--- config.mk ---
export PLATFORM = sky130hd
export DESIGN_NAME = sorted_stream_out
export DESIGN_NICKNAME = d
export VERILOG_FILES = /design/src/rtl/sorter_pkg.sv /design/src/rtl/sorted_stream_out.sv
export SDC_FILE = /design/constraint.sdc
export NUM_CORES = 1
export LEC_CHECK = 0
export BUFFER_PORTS_ARGS = -buffer_cell sky130_fd_sc_hd__clkbuf_2
export CAP_MARGIN = 5
export CELL_PAD_IN_SITES_DETAIL_PLACEMENT = 0
export CELL_PAD_IN_SITES_GLOBAL_PLACEMENT = 1
export CORE_MARGIN = 3
export CORE_UTILIZATION = 39
export DETAILED_ROUTE_END_ITERATION = 16
export GPL_ROUTABILITY_DRIVEN = 1
export PLACE_DENSITY = 0.8
export SLEW_MARGIN = 40
export SYNTH_ARGS = -nofsm -noshare
export SYNTH_HDL_FRONTEND = slang
export SYNTH_SLANG_ARGS = --single-unit
--- constraint.sdc ---
create_clock -name clk -period 3.5 [get_ports clk]
set_input_delay 0.35 -clock clk [delete_from_list [all_inputs] [get_ports clk]]
set_output_delay 0.35 -clock clk [all_outputs]
set_load 0.05 [all_outputs]
--- src/rtl/sorter_pkg.sv ---
// Shared sorter definitions: modulation codes and the per-job word count.
// Used by both the sorter control unit and the sorted-output streamer.
package sorter_pkg;

    localparam logic [1:0] M_QPSK   = 2'd0;
    localparam logic [1:0] M_QAM16  = 2'd1;
    localparam logic [1:0] M_QAM64  = 2'd2;
    localparam logic [1:0] M_QAM256 = 2'd3;

    typedef enum logic {
        IDLE = 1'b0,
        SEND = 1'b1
    } streamState_t;

    // Constellation size 4^(m+1), clamped to what the sorter can hold.
    function automatic int job_len(input logic [1:0] m, input int numOutputs);
        int n;
        n = 4 << (2 * int'(m));
        return (n > numOutputs) ? numOutputs : n;
    endfunction

endpackage

--- src/rtl/sorted_stream_out.sv ---
// Captures the sorter's vector on done_in and streams it smallest-first; word 0 one cycle
// after done_in, one word per cycle under out_ready, outputs frozen while stalled.
module sorted_stream_out
    import sorter_pkg::*;
#(
    parameter int WIDTH       = 16,
    parameter int NUM_OUTPUTS = 16
) (
    input  logic                            clk,
    input  logic                            rst,
    input  logic                            done_in,
    input  logic [1:0]                      M_in,
    input  logic [NUM_OUTPUTS*WIDTH-1:0]    y_in,
    output logic                            out_valid,
    input  logic                            out_ready,
    output logic [WIDTH-1:0]                out_data,
    output logic [$clog2(NUM_OUTPUTS)-1:0]  out_idx,
    output logic                            out_last,
    output logic                            busy,
    output logic                            overrun
);

    localparam int IDXW = $clog2(NUM_OUTPUTS);

    streamState_t                   state;
    streamState_t                   stateNext;
    logic [NUM_OUTPUTS*WIDTH-1:0]   buffer;
    logic [IDXW:0]                  idx;
    logic [IDXW:0]                  lastIdx;
    logic [IDXW-1:0]                wordIdx;
    logic                           xfer;
    logic                           finalXfer;
    logic                           loadJob;
    logic                           advance;
    logic                           setOverrun;

    // Every output is a function of registers only, so valid never follows ready.
    assign out_valid = (state == SEND);
    assign busy      = out_valid;
    assign wordIdx   = idx[IDXW-1:0];
    assign out_idx   = wordIdx;
    assign out_data  = buffer[wordIdx*WIDTH +: WIDTH];
    assign out_last  = out_valid && (idx == lastIdx);

    assign xfer      = out_valid && out_ready;
    assign finalXfer = xfer && out_last;

    always_comb begin
        stateNext  = state;
        loadJob    = 1'b0;
        advance    = 1'b0;
        setOverrun = 1'b0;
        case (state)
            IDLE: begin
                if (done_in) begin
                    loadJob   = 1'b1;
                    stateNext = SEND;
                end
            end
            SEND: begin
                if (finalXfer) begin
                    // A new job arriving on the last handshake chains with no bubble.
                    if (done_in) begin
                        loadJob = 1'b1;
                    end else begin
                        stateNext = IDLE;
                    end
                end else begin
                    advance    = xfer;
                    setOverrun = done_in;
                end
            end
            default: stateNext = IDLE;
        endcase
    end

    always_ff @(posedge clk) begin
        if (rst) begin
            state   <= IDLE;
            buffer  <= '0;
            idx     <= '0;
            lastIdx <= '0;
            overrun <= 1'b0;
        end else begin
            state <= stateNext;
            if (loadJob) begin
                buffer  <= y_in;
                idx     <= '0;
                lastIdx <= (IDXW+1)'(job_len(M_in, NUM_OUTPUTS) - 1);
            end else if (advance) begin
                idx <= idx + 1'b1;
            end
            if (setOverrun) begin
                overrun <= 1'b1;
            end
        end
    end

endmodule

# Word level (Yosys, flattened, before mapping)
# Cells that the tools add are included.
# W data, S select, Z words.
[classes]
n_addsub = 2
magnitude_cmp = 1
muxes = 10
n_shift = 2
eq_ne = 1
n_reduce_logical = 4
bitwise_logic = 1
[ops]
columns = ["cell", "n"]
rows = [
  ["$shiftx A256 B9 Y16", 1],
  ["$gt A32 B6 Y1 const B", 1],
  ["$shl A3 B3 Y32 const A", 1],
  ["$mux W1", 7],
  ["$add A5 B1 Y5 const B", 1],
  ["$eq A5 B5 Y1", 1],
  ["$mux W5", 1],
  ["$sub A5 B2 Y5 const B", 1],
  ["$pmux W1 S2", 2],
  ["$logic_and A1 B1 Y1", 3],
  ["$reduce_or A2 Y1", 1],
  ["$not A1 Y1", 1],
]
[word_totals]
wordCells = 26
register_bits = 268
inputBits = 262

# Depth between registers and ports, before layout
[logic_depth]
ltp_word = 6
mapped_depth = 8

# Worst setup path after synthesis
# OpenSTA, ideal clock, no wires.
[synth_path]
path_type = "reg2out"
startpoint = "reg idx[0]"
endpoint = "out out_data[0]"
t_required_ps = 3150
path_stages_with_launch = 6
path_buffers = 3
slack_ps = 880
t_arrival_ps = 2270
path_cell_list = "dfxtp_1 clkbuf_1 buf_2 buf_2 mux4_2 mux4_2"
[synth_via]
elab_chain_len = 1
[synth_rtl]
columns = ["element", "line_no", "rtl"]
rows = [
  ["start, declared", "sorted_stream_out.sv:28", "logic [IDXW:0] idx;"],
  ["start signal, assigned", "sorted_stream_out.sv:91", "idx <= idx + 1'b1;"],
  ["$shiftx A256 B9 Y16", "sorted_stream_out.sv:42", "assign out_data = buffer[wordIdx*WIDTH +: WIDTH];"],
  ["end, declared", "sorted_stream_out.sv:16", "output logic [WIDTH-1:0] out_data,"],
]
# Every way passes these cells.

# Worst setup path in the final report
[layout_path]
startpoint = "reg idx[0]"
endpoint = "out out_data[11]"
# The elaborated chain is that of the path after synthesis.

==> results.md <==
* Seq/Total Area, Yosys at 0.4167
* Final worst path period share at 0.9446
* Largest family of logic cells by synthesized area: compound AO/OA/AOI/OAI gates
* Post-route minimum period at 3.306 ns
* NetSw at 2.166 mW
* Initial core utilization at 0.3994
* Mux cell area share after synthesis at 0.1423
* Placed Area at 14,280 µm²
* Synth Area in Compound Gates at 0.2596
* Sequential cell area at 5313 µm²
* Pin count of the biggest net entering global routing at 147
* TritonRoute pass-1 iters at 5
* Combinational fraction of design power at 0.157
* Top FF cell, synth: dfxtp_1
* Worst Hold End: buffer[214]$_SDFFE_PP0P_
* TritonCTS clock tree: done
* Max IR drop VDD at 0.4434 mV
* Crit path kind: flop to primary output
* Clock Power Share at 0.403
* Switching Fraction at 0.2846
* Clk buf depth at 3
* Setup bufs post-CTS at 0
* Synthesized flop and latch total at 265
* Skew final at 0.01481 ns
* Seq pwr share at 0.440
* Setup TNS at 0 ns
* Num CTS Buffers at 29
* Crit-path most repeated cell: mux4_2
* R2R Setup Slk at 0.79 ns
* PwrDens at 499.1 nW/µm²
* CTS Hold Bufs at 0
* Post-synthesis net count at 1,617
* Number of global-route vias before repair at 11,730
* CP cell instances: buf_12, mux4_2, mux4_2, clkbuf_2
* Critical Path RT at 3.15 ns
* PnR worst setup slack at 0.1940 ns
* Number of synthesized flops with an enable pin at 0
* Number of fill cells in the layout at 3,128
* Port bufs at 285
* Slowest stage delay, CP at 0.75 ns
* Synthesized instance count at 1,354
* Syn Area/Cell at 9.403 µm²
* Root Driver: clkbuf_16
* GRT Total Usage at 0.2611
* Area Overhead vs Synth at 19.75%
* CP Buf/Inv Count at 2
* Crit path max fanout at 32
* DR iter-0 viols at 1,391
* Reg clk slew, reported paths at 0.06 ns
* Worst Path Arrival at 2.96 ns
* Post-DRT Antenna Nets at 0
* Fmax at 302.5 MHz
* Reg-to-reg endpoint: idx[4]$_SDFFE_PP0P_
* First-pass GRT wire length at 71,540 µm
* Reg2reg start: idx[0]$_SDFFE_PP0P_
* Die width at 186.7 µm
* Area occupied by multi-input gates at 6580 µm²
* Via count at 12,160
* Worst slew margin at 0.4757
* Worst-Skew Late Latency at 0.55 ns
* FF-to-FF path depth at 5
* XOR/XNOR Fraction of Synth Area at 0
* Cells after DPL at 1,905
* Die area at 34,850 µm²
* Core Rows at 65
* Yosys warning total at 0
* Vias/cell at 6.200
* Leak at 5.357 nW
* Hold Crit Depth at 3
* Slowest-stage cell, CP: dfxtp_4
* Max-slew violations at 0
* Unrepaired setup endpoints after global routing: no
* Max_cap viols at 0
* Core Box Area at 31,880 µm²
* Hold Fails Final Rpt at 0
* DPL Wire Length at 33,650 µm
* Outcome: completed
* WL final at 47,740 µm
* Post-Layout Cell Count at 1,961
* Adder-cell share of the synthesized area at 0.0009827
* Worst Hold Class: input port to flop
* # DRC at 0
* Top post-synthesis cells by area: dfxtp_1, o211ai_1, mux4_2, a21oi_1, nand3_1
* Yosys cell types at 27
* Pre-CTS setup slack at 0.7098 ns
* Worst hold start: y_in[214]
* Crit. End Element: primary output
* Die Y at 186.7 µm
* Post-cts gate resize count at 0
* Layout cells sized above 1 at 0.2928
* Drt wl/cell at 24.34 µm
* Initial antenna violation count at 1
* Largest delay share family, worst path: multiplexers
* Grt ovf at 0
* TritonCTS Sinks at 265
* Share of the synthesized area in the top cell type at 0.4167
* Number of I/O pins at 286
* Final Instance Area at 15,250 µm²
* Setup-failing EPs final at 0
* Synthesized cell area at 12,730 µm²
* Nets at 1,764
* Synth area leader: dfxtp_1
* Cell-internal power at 5.445 mW
* Htree depth at 1
* Post-synth ARST share at 0
* Simple-Gate Fraction of Synth Area at 0.1115
* GPL Wtd Cong at 0.8908
* Worst Setup Start Kind: flop
* Worst-margin pin slew at 0.7864 ns
cell type report:
cell class	instances	share of cell area
Multi-Input combinational cell	890	0.4316
Sequential cell	265	0.3484
Timing Repair Buffer	311	0.1201
Clock buffer	41	0.05449
Tap cell	435	0.03570
Clock inverter	12	0.007878
Inverter	4	0.001313
Antenna cell	3	0.0004924
cell usage after synthesis (all sizes together), types with 2 or more instances:
cell type and instances:
dfxtp 265, a21oi 262, nand3 259, o211ai 256, clkbuf 129, mux4 80, buf 66, nand2 9
o21ai 5, or3 5, inv 3, and4 2
metal layers:
metal	GRT usage	share of wire	up-vias
met5	0	0	-
met4	0.08840	0.037	0
met3	0.05598	0.088	89
met2	0.4171	0.47	575
met1	0.3531	0.41	5945
li1	-	-	5550
placed cells by master, fill, tap and decap left out, types with 2 or more instances in the layout:
master      synthesis  routed
o21ai_0             5       5
clkinv_2            0       6
clkbuf_1          129       6
clkbuf_2            0     283
buf_4              28       9
nand2_1             9       8
mux4_2             80      80
nand3_1           259     259
a21oi_1           262     262
o211ai_1          256     256
or3_1               5       5
inv_1               3       3
and4_1              2       2
inv_6               0       2
clkbuf_16           0      29
clkinvlp_4          0       2
clkbuf_8            0       7
buf_6               0       3
diode_2             0       3
dfxtp_1           265     263
dfxtp_4             0       2
bufinv_16           0       2
buf_12              0      15
registers in the layout, indices dropped and copies added, names as in the netlist:
signal,count
busy,1
idx,5
overrun,1
buffer,256
lastIdx,2
power groups by stage:
| stage | sequential [mW] | combinational [mW] | clock (mW) |
|---|---|---|---|
| after floorplan | 3.34 | 0.783 | 0 |
| after global placement | 3.41 | 1.17 | 0 |
| after detailed placement | 3.41 | 1.18 | 0 |
| after CTS | 3.34 | 1.18 | 3.10 |
| after global routing | 3.36 | 1.29 | 3.22 |
| final | 3.35 | 1.19 | 3.07 |
logic make-up (layout without fill, tap and decap cells):
| family | count (synthesis) | in the layout |
|---|---|---|
| AOI/OAI and AO/OA | 528 | 528 |
| adders and majority gates | 1 | 1 |
| buffers and inverters | 199 | 368 |
| DFF | 265 | 265 |
| muxes | 81 | 81 |
| other | 0 | 3 |
| and+or+nand+nor | 280 | 280 |
worst max-delay path by stage:
stage                              startpoint            to  slack [ns]  depth (start not counted)
final                     idx[0]$_SDFFE_PP0P_  out_data[11]        0.19                          4
after global routing      idx[0]$_SDFFE_PP0P_   out_data[1]        0.06                          4
after CTS                 idx[0]$_SDFFE_PP0P_  out_data[10]        0.14                          4
after detailed placement  idx[0]$_SDFFE_PP0P_  out_data[11]        0.71                          4
after global placement    idx[0]$_SDFFE_PP0P_  out_data[10]        0.74                          4
after floorplan           idx[0]$_SDFFE_PP0P_   out_data[0]        0.88                          5
worst min-delay path, cell delays in order:
cell and delay (ns):
clkbuf_2 0.08, o211ai_1 0.06, a21oi_1 0.06
through the flow:
stage            util  power [mW]  hold slack, ns
6_report       0.4783       7.610         0.05068
5_1_grt        0.4781       7.870         0.05370
3_3_place_gp   0.4479       4.579          0.4480
4_1_cts        0.4777       7.625         0.03812
2_1_floorplan       -       4.123          0.4436
3_5_place_dp   0.4479       4.588          0.4435
(Power assumes the default switching activity.)
